[config.mk]
export PLATFORM = sky130hd
export DESIGN_NAME = pulse_gen_multi
export DESIGN_NICKNAME = d
export VERILOG_FILES = /design/src/rtl/pulse_gen_multi.sv
export SDC_FILE = /design/constraint.sdc
export NUM_CORES = 1
export LEC_CHECK = 0
export CORE_ASPECT_RATIO = 0.8
export CORE_MARGIN = 2
export CORE_UTILIZATION = 56
export CTS_BUF_LIST = sky130_fd_sc_hd__clkbuf_4 sky130_fd_sc_hd__clkbuf_8
export CTS_CLUSTER_SIZE = 8
export DETAILED_ROUTE_END_ITERATION = 8
export DONT_BUFFER_PORTS = 1
export PLACE_DENSITY = 0.71
export RECOVER_POWER = 25
export SYNTH_ARGS = -nofsm -noshare
export SYNTH_HDL_FRONTEND = slang
export SYNTH_SLANG_ARGS = --single-unit
[constraint.sdc]
create_clock -name clk -period 7.2 [get_ports clk]
set_input_delay 0.72 -clock clk [delete_from_list [all_inputs] [get_ports clk]]
set_output_delay 0.72 -clock clk [all_outputs]
set_load 0.05 [all_outputs]
[src/rtl/pulse_gen_multi.sv]
// pulse_gen_multi: multi-channel, runtime-programmable tick generator.
//   Each channel emits a one-clk-wide strobe every div[i] enabled clk cycles.
//   The strobes are clock enables for time counters and display logic.
//   They are never used as clocks.
//
// Optional feature macro: PULSE_GEN_SQUARE_OUT_EN
//   When defined, the sq_out port is present. Each sq_out[i] toggles on every pulse[i].
//   This gives a 50% square wave with a period of 2*div[i] enabled cycles.
//
// Ports:
//   clk      in   system clock, all logic on posedge
//   rst      in   synchronous reset, active-high
//   en       in   per-channel count enable
//   sync     in   one-cycle strobe, clears every channel's phase
//   cfg_wr   in   one-cycle divisor write strobe
//   cfg_ch   in   channel index for cfg_wr
//   cfg_div  in   new divisor for cfg_ch
//   cfg_err  out  one-cycle strobe: cfg_wr rejected (bad channel or zero divisor)
//   pulse    out  per-channel tick strobe, registered
//   sq_out   out  per-channel square wave (macro only)
module pulse_gen_multi #(
  parameter int unsigned CLK_FREQ = 50_000_000,
  parameter int unsigned NUM_CH   = 3,
  parameter int unsigned DIV_W    = 32,
  parameter int unsigned CH_W     = 2
) (
  input  logic              clk,
  input  logic              rst,
  input  logic [NUM_CH-1:0] en,
  input  logic              sync,
  input  logic              cfg_wr,
  input  logic [CH_W-1:0]   cfg_ch,
  input  logic [DIV_W-1:0]  cfg_div,
  output logic              cfg_err,
  output logic [NUM_CH-1:0] pulse
`ifdef PULSE_GEN_SQUARE_OUT_EN
  ,
  output logic [NUM_CH-1:0] sq_out
`endif
);

  localparam logic [DIV_W-1:0] DivRst = DIV_W'(CLK_FREQ);

  logic [DIV_W-1:0]  cnt_q [NUM_CH];
  logic [DIV_W-1:0]  cnt_d [NUM_CH];
  logic [DIV_W-1:0]  div_q [NUM_CH];
  logic [DIV_W-1:0]  div_d [NUM_CH];
  logic [NUM_CH-1:0] pulse_q, pulse_d;
  logic              cfg_err_q, cfg_err_d;
  logic              wr_ok;
  logic [NUM_CH-1:0] wr_hit;
`ifdef PULSE_GEN_SQUARE_OUT_EN
  logic [NUM_CH-1:0] sq_q, sq_d;
`endif

  // A rejected write must leave every channel untouched.
  assign wr_ok = cfg_wr && (32'(cfg_ch) < NUM_CH) && (cfg_div != '0);

  always_comb begin
    wr_hit = '0;
    for (int i = 0; i < NUM_CH; i++) begin
      wr_hit[i] = wr_ok && (cfg_ch == CH_W'(i));
    end
  end

  always_comb begin
    cfg_err_d = cfg_wr && !wr_ok;
    pulse_d   = '0;
`ifdef PULSE_GEN_SQUARE_OUT_EN
    sq_d      = sq_q;
`endif
    for (int i = 0; i < NUM_CH; i++) begin
      cnt_d[i] = cnt_q[i];
      div_d[i] = div_q[i];
      if (wr_hit[i]) begin
        // A new divisor restarts the phase, so no stray pulse comes from the old count.
        div_d[i] = cfg_div;
        cnt_d[i] = '0;
`ifdef PULSE_GEN_SQUARE_OUT_EN
        sq_d[i]  = 1'b0;
`endif
      end else if (sync) begin
        cnt_d[i] = '0;
`ifdef PULSE_GEN_SQUARE_OUT_EN
        sq_d[i]  = 1'b0;
`endif
      end else if (en[i]) begin
        // cnt never exceeds div-1, so this compare is the only wrap point.
        if (cnt_q[i] == div_q[i] - DIV_W'(1)) begin
          cnt_d[i]   = '0;
          pulse_d[i] = 1'b1;
`ifdef PULSE_GEN_SQUARE_OUT_EN
          sq_d[i]    = ~sq_q[i];
`endif
        end else begin
          cnt_d[i] = cnt_q[i] + DIV_W'(1);
        end
      end
    end
  end

  always_ff @(posedge clk) begin
    if (rst) begin
      for (int i = 0; i < NUM_CH; i++) begin
        cnt_q[i] <= '0;
        div_q[i] <= DivRst;
      end
      pulse_q   <= '0;
      cfg_err_q <= 1'b0;
`ifdef PULSE_GEN_SQUARE_OUT_EN
      sq_q      <= '0;
`endif
    end else begin
      cnt_q     <= cnt_d;
      div_q     <= div_d;
      pulse_q   <= pulse_d;
      cfg_err_q <= cfg_err_d;
`ifdef PULSE_GEN_SQUARE_OUT_EN
      sq_q      <= sq_d;
`endif
    end
  end

  assign pulse   = pulse_q;
  assign cfg_err = cfg_err_q;
`ifdef PULSE_GEN_SQUARE_OUT_EN
  assign sq_out  = sq_q;
`endif

endmodule

==> results of run 1 <==
## cell type report
| cell class | instances | share of cell area (%) |
|---|---|---|
| multi-input cells | 1178 | 59.5 |
| flip-flops and latches | 196 | 33.0 |
| well taps | 264 | 2.78 |
| clock buffers | 18 | 2.09 |
| clock inverters | 14 | 1.52 |
| inverters | 25 | 0.790 |
| repair buffers | 5 | 0.284 |
## routing by layer
layer	GRT usage, %	vias to the layer above	share of wire (%)
li1	-	5054	-
met1	42.5	4892	47
met2	42.4	362	44
met3	5.68	27	7.9
met4	5.85	0	1.2
met5	0	-	0
## state kept, by name, summed over array words and instances (netlist names)
register / count
div_q: 96
cnt_q: 96
pulse: 3
cfg_err: 1
## stage by stage
step / area (um2) / hold WS (ns) / total power (uW) / worst slack (ns) / utilization [%]
6_report: 11900 / 0.284 / 2080 / 3.13 / 59.6
5_1_grt: 11900 / 0.253 / 2160 / 2.75 / 59.6
3_3_place_gp: 11500 / 0.453 / 1340 / 3.51 / 57.5
4_1_cts: 11900 / 0.257 / 2080 / 3.44 / 59.7
2_1_floorplan: 11400 / 0.448 / 1310 / 4.20 / -
3_5_place_dp: 11500 / 0.462 / 1350 / 3.43 / 57.5
## worst paths after layout
kind	cells after the start	slack, ns	start	to
worst min-delay path	1	0.28	rst	div_q[90]
worst min register to register	2	0.48	div_q[95]	div_q[95]
worst max register to register	10	3.38	div_q[0]	cnt_q[25]
worst max-delay path	7	3.13	cfg_div[16]	cnt_q[83]
## cells in the final DEF, fill, tap and decap left out, drive strengths merged, types with 8 or more instances in the layout
cell type | synthesis | routed
nand4 | 42 | 42
and4 | 11 | 11
inv | 25 | 32
o211ai | 9 | 9
a21oi | 73 | 73
nor4 | 51 | 51
o21ai | 23 | 23
nand2 | 253 | 253
or3 | 14 | 14
or2 | 8 | 8
xnor2 | 119 | 119
nand3 | 62 | 62
nor3 | 117 | 117
nand3b | 40 | 40
nor2b | 8 | 8
xor2 | 103 | 103
clkbuf | 65 | 19
and2 | 11 | 11
nor2 | 109 | 109
nand2b | 9 | 9
dfxtp | 196 | 196
and3 | 14 | 14
or4 | 15 | 15
## kinds of logic (layout without fill, tap and decap cells)
kind of cell | count (synthesis) | in the layout | share of synthesized area [%]
fa+ha+maj | 6 | 6 | 0.658
buf+inv | 103 | 62 | 3.69
mux | 6 | 6 | 0.549
flops | 196 | 196 | 34.4
xor+xnor | 222 | 222 | 17.1
simple gates | 789 | 789 | 35.1
compound gates | 155 | 155 | 8.52
## power groups by stage
stage | Combinational (uW) | Clock (uW) | Sequential [uW]
CTS | 178 | 759 | 1150
floorplan | 161 | 0 | 1150
finish | 180 | 748 | 1150
global route | 201 | 807 | 1150
global placement | 174 | 0 | 1170
detailed placement | 177 | 0 | 1170
## worst max-delay path: cells and delay by family
family          cells  cell delay, ns
buf+inv             1            1.05
compound gates      1            0.46
simple gates        5            2.22
==> results.tsv, run 1 <==
metric	value	unit
internal_power	1460	uW
ant_nets	0	
drc	0	
grt_max_degree	100	
fin_nets	1470	
min_period_over_period	56.5	%
violations	max-capacitance violations, max-slew violations	
port_buffers	0	
vias	10300	
p_switching	616	uW
swShare	29.7	%
ctsHoldBuffers	0	
max_slew_margin	-21.0	%
cts_inserted_buffers	17	
synth_area_leaders	dfxtp_1 (34%), xnor2_1 (9.1%), nand2_1 (8.3%)	
wl_per_cell	17.9	um
boundaryPins	45	
drtPass1Iterations	5	
fillers	1926	
fp.dieW	164	um
gp_congestion	0.972	
die-area	0.0215	mm2
track_usage	28.5	%
clkLatencyLatePin	0.49	ns
netlist-cell-type-count	68	
synthesis.nets	1524	
seq_area_frac_synth	34.4	%
rows	46	
power_density	175	mW/mm2
die_h	132	um
cts_sinks	196	
synth.most_common_cell	nand2_1	
netlist.area_leader.share	34.4	%
critical_path.max_fanout	33	
worstPathCellList	nor4_1 -> nand4_1 -> o21ai_0 -> or3_1 -> clkbuf_1 -> nand2_1 -> nor3_1	
multi_input_area	0.00707	mm2
drv_slew	66	
critical_path_required	7.61	ns
area_growth	4.17	%
post-route-min-period	4.07	ns
hold_violations	0	
status	finished with violations	
dp.cells	1668	
diodes	0	
fin_setup_tns	0	ns
postSynth.asyncResetShare	0	%
yosysTopAreaCell	dfxtp_1	
drv_cap	2	
routed_wl	30.5	mm
clockPowerShare	36.0	%
stdcell_count	1700	
vias_per_cell	6.08	
worst_pin_slew	1.81	ns
grt_overflow	0	
cts_resized	0	
syn_avg_cell_area	7.72	um2
synth-edff-count	0	
comb_power_share	8.7	%
slowest_delay	1.05	ns
dpl.hpwl	22.7	mm
clock-root-buffer	clkbuf_8	
cp_slowest_cell	clkbuf_1	
cts-htree-levels	4	
drtIter0Drc	1086	
clock.fmax	246	MHz
grt_pass1_wl	49.1	mm
path_clk_slew	0.13	ns
yosys_warnings	0	
min_path_type	in -> reg	
peakVddDrop	0.000142	V
first_global_vias	9180	
start_util	57.3	%
core	0.0199	mm2
netlist_instances	1477	
synth_area	0.0114	mm2
path_class	in -> reg	
tritoncts	yes	
p_seq_share	55.3	%
clockBufferDepth	2	
grt_antenna_before_repair	0	
cp-end-kind	register	
regArea	0.00392	mm2
synth_ff_type	dfxtp_1	
layout-drive-gt1-share	4.39	%
post_cts.repair.setup_buffers	0	
synth_common_cells	nand2_1 (253), dfxtp_1 (196), xnor2_1 (119), nor3_1 (117), nor2_1 (109)	
fin_worst_skew	0.0248	ns
finalSetupViolations	0	
ys_seq_elements	196	
leakage	0.00391	uW
crit_path_start_kind	primary input	
worstPathArrival	4.48	ns
rsz0062_at_grt	no	
Note: power is estimated with default switching activity, not from simulation.
==> run 2, diff against run 1 <==
- clock period: 7.2 -> 4.2 ns (I/O delays scaled with it)
==> run 2 against run 1 <==
Effect of this change:
- register-to-register slack worse by 2.8 ns
- global-route usage up 0.22 points
- via count barely moved
- die area is the same
- the run still ends with max-capacitance violations, max-slew violations left
- combinational power up 83%
- critical endpoint is now cnt_q[79]
- power increased by 75%
- routed wire length up 0.73%
==> results.tsv, run 2 (synthesized netlist as in run 1, its figures left out) <==
metric	value	unit
status	finished with violations	
violations	max-capacitance violations, max-slew violations	
worstPathCellList	nor4_1 -> nand4_1 -> o21ai_0 -> or3_1 -> clkbuf_1 -> nand2_1 -> nor3_1	
path_buf_inv	1	
final_common_cell	nand2_1	
drtIter0Drc	991	
ctsHoldBuffers	7	
dpl.hpwl	22.3	mm
vias	10300	
cts_sinks	196	
fin_setup_tns	0	ns
cp_slowest_cell	nand2_1	
grt_antenna_before_repair	0	
cp-end-kind	register	
vias_per_cell	6.03	
rows	46	
min_path_cells	1	
layout-drive-gt1-share	4.76	%
die-area	0.0215	mm2
track_usage	28.7	%
gp_congestion	0.926	
swShare	26.7	%
max_slew_margin	-14.2	%
grt_max_degree	53	
clock-root-buffer	clkbuf_8	
cts_resized	0	
whs_endpoint	div_q[35]	
cts_inserted_buffers	17	
fin_worst_skew	0.0218	ns
internal_power	2660	uW
leakage	0.00398	uW
rr_worst_depth	11	
wl_per_cell	17.9	um
rsz0062_at_grt	no	
finalSetupViolations	0	
routed_wl	30.7	mm
grt_pass1_wl	49.9	mm
die_h	132	um
min_path_type	in -> reg	
min_period_over_period	87.3	%
r2r_start	div_q[0]	
grt_overflow	0	
comb_power_share	9.1	%
power_density	302	mW/mm2
fillers	1863	
path_clk_slew	0.10	ns
p_seq_share	54.2	%
clkLatencyLatePin	0.48	ns
final_util	60.3	%
drc	0	
drv_slew	66	
fin_nets	1484	
r2r_slack	0.59	ns
grtUsageMet1	41.6	%
clock.fmax	273	MHz
crit_path_start_kind	primary input	
drv_cap	2	
clockBufferDepth	2	
first_global_vias	9441	
worst_pin_slew	1.71	ns
clockPowerShare	36.7	%
path_class	in -> reg	
critical_path_required	4.59	ns
cpLargestDelayFamily	simple AND/OR/NAND/NOR gates	
regArea	0.00392	mm2
core	0.0199	mm2
p_switching	969	uW
multi_input_area	0.00707	mm2
boundaryPins	45	
post-route-min-period	3.66	ns
hold_violations	0	
worstPathArrival	4.05	ns
diodes	0	
grt_use_met2	42.8	%
ant_nets	0	
tritoncts	yes	
fp.dieW	164	um
busiest_layer	met2	
start_util	57.3	%
critical_path.max_fanout	33	
hold_start	rst	
post_cts.repair.setup_buffers	0	
port_buffers	0	
slowest_delay	1.05	ns
area_growth	5.31	%
cts-htree-levels	4	
drtPass1Iterations	5	
peakVddDrop	0.000232	V
grt_util_met3	6.85	%
layout_common_cells	nand2_1 (253), dfxtp_1 (196), xnor2_1 (119)	
r2r_end	cnt_q[8]	
[run 2: changes by cell type in the layout (fill, tap and decap cells not counted), moves of 3 or more]
cell	delta
clkbuf_4	+3
clkinv_8	-6
bufinv_16	+3
inv_6	+5
buf_4	+5
inv_8	-5
dlygate4sd3_1	+8
[run 2: per-stage QoR]
step / hold WS (ns) / total power [uW] / cell area, um2 / instances / worst slack, ns
global placement: 0.451 / 2310 / 11500 / 1673 / 0.690
global route: 0.000929 / 3760 / 12000 / 1714 / 0.179
CTS: 0.000129 / 3630 / 12000 / 1712 / 0.607
floorplan: 0.448 / 2250 / 11400 / 1477 / 1.20
detailed placement: 0.455 / 2310 / 11500 / 1673 / 0.624
finish: 0.0324 / 3630 / 12000 / 1714 / 0.535
[run 2: cell type report]
cell class	instances	share of cell area (%)
sequential	196	32.7
inverter	25	0.782
clock buffer	20	2.14
clock inverter	12	1.37
multi-input combinational	1178	58.9
timing repair buffer	19	1.43
tap	264	2.75
[run 2: power by group through the flow]
stage / clock (uW) / combinational [uW] / sequential (uW)
global route: 1410 / 367 / 1970
CTS: 1350 / 323 / 1960
detailed placement: 0 / 304 / 2010
floorplan: 0 / 277 / 1980
global placement: 0 / 299 / 2010
finish: 1330 / 330 / 1970
[run 2: routing by layer]
metal	vias up	wire (um)	part of all wire (%)
li1	5081	-	-
met1	4889	14500	47
met2	325	13300	43
met3	38	2480	8.1
met4	0	477	1.6
met5	-	0	0
[run 2: worst max-delay path by stage]
stage	startpoint	endpoint	slack (ns)	cells past startpoint
after detailed placement	div_q[32]	cnt_q[49]	0.62	9
after floorplan	div_q[0]	cnt_q[3]	1.20	12
after global routing	cfg_div[3]	cnt_q[81]	0.18	7
after global placement	div_q[0]	cnt_q[27]	0.69	11
final	cfg_div[16]	cnt_q[79]	0.54	7
after CTS	div_q[32]	cnt_q[63]	0.61	9
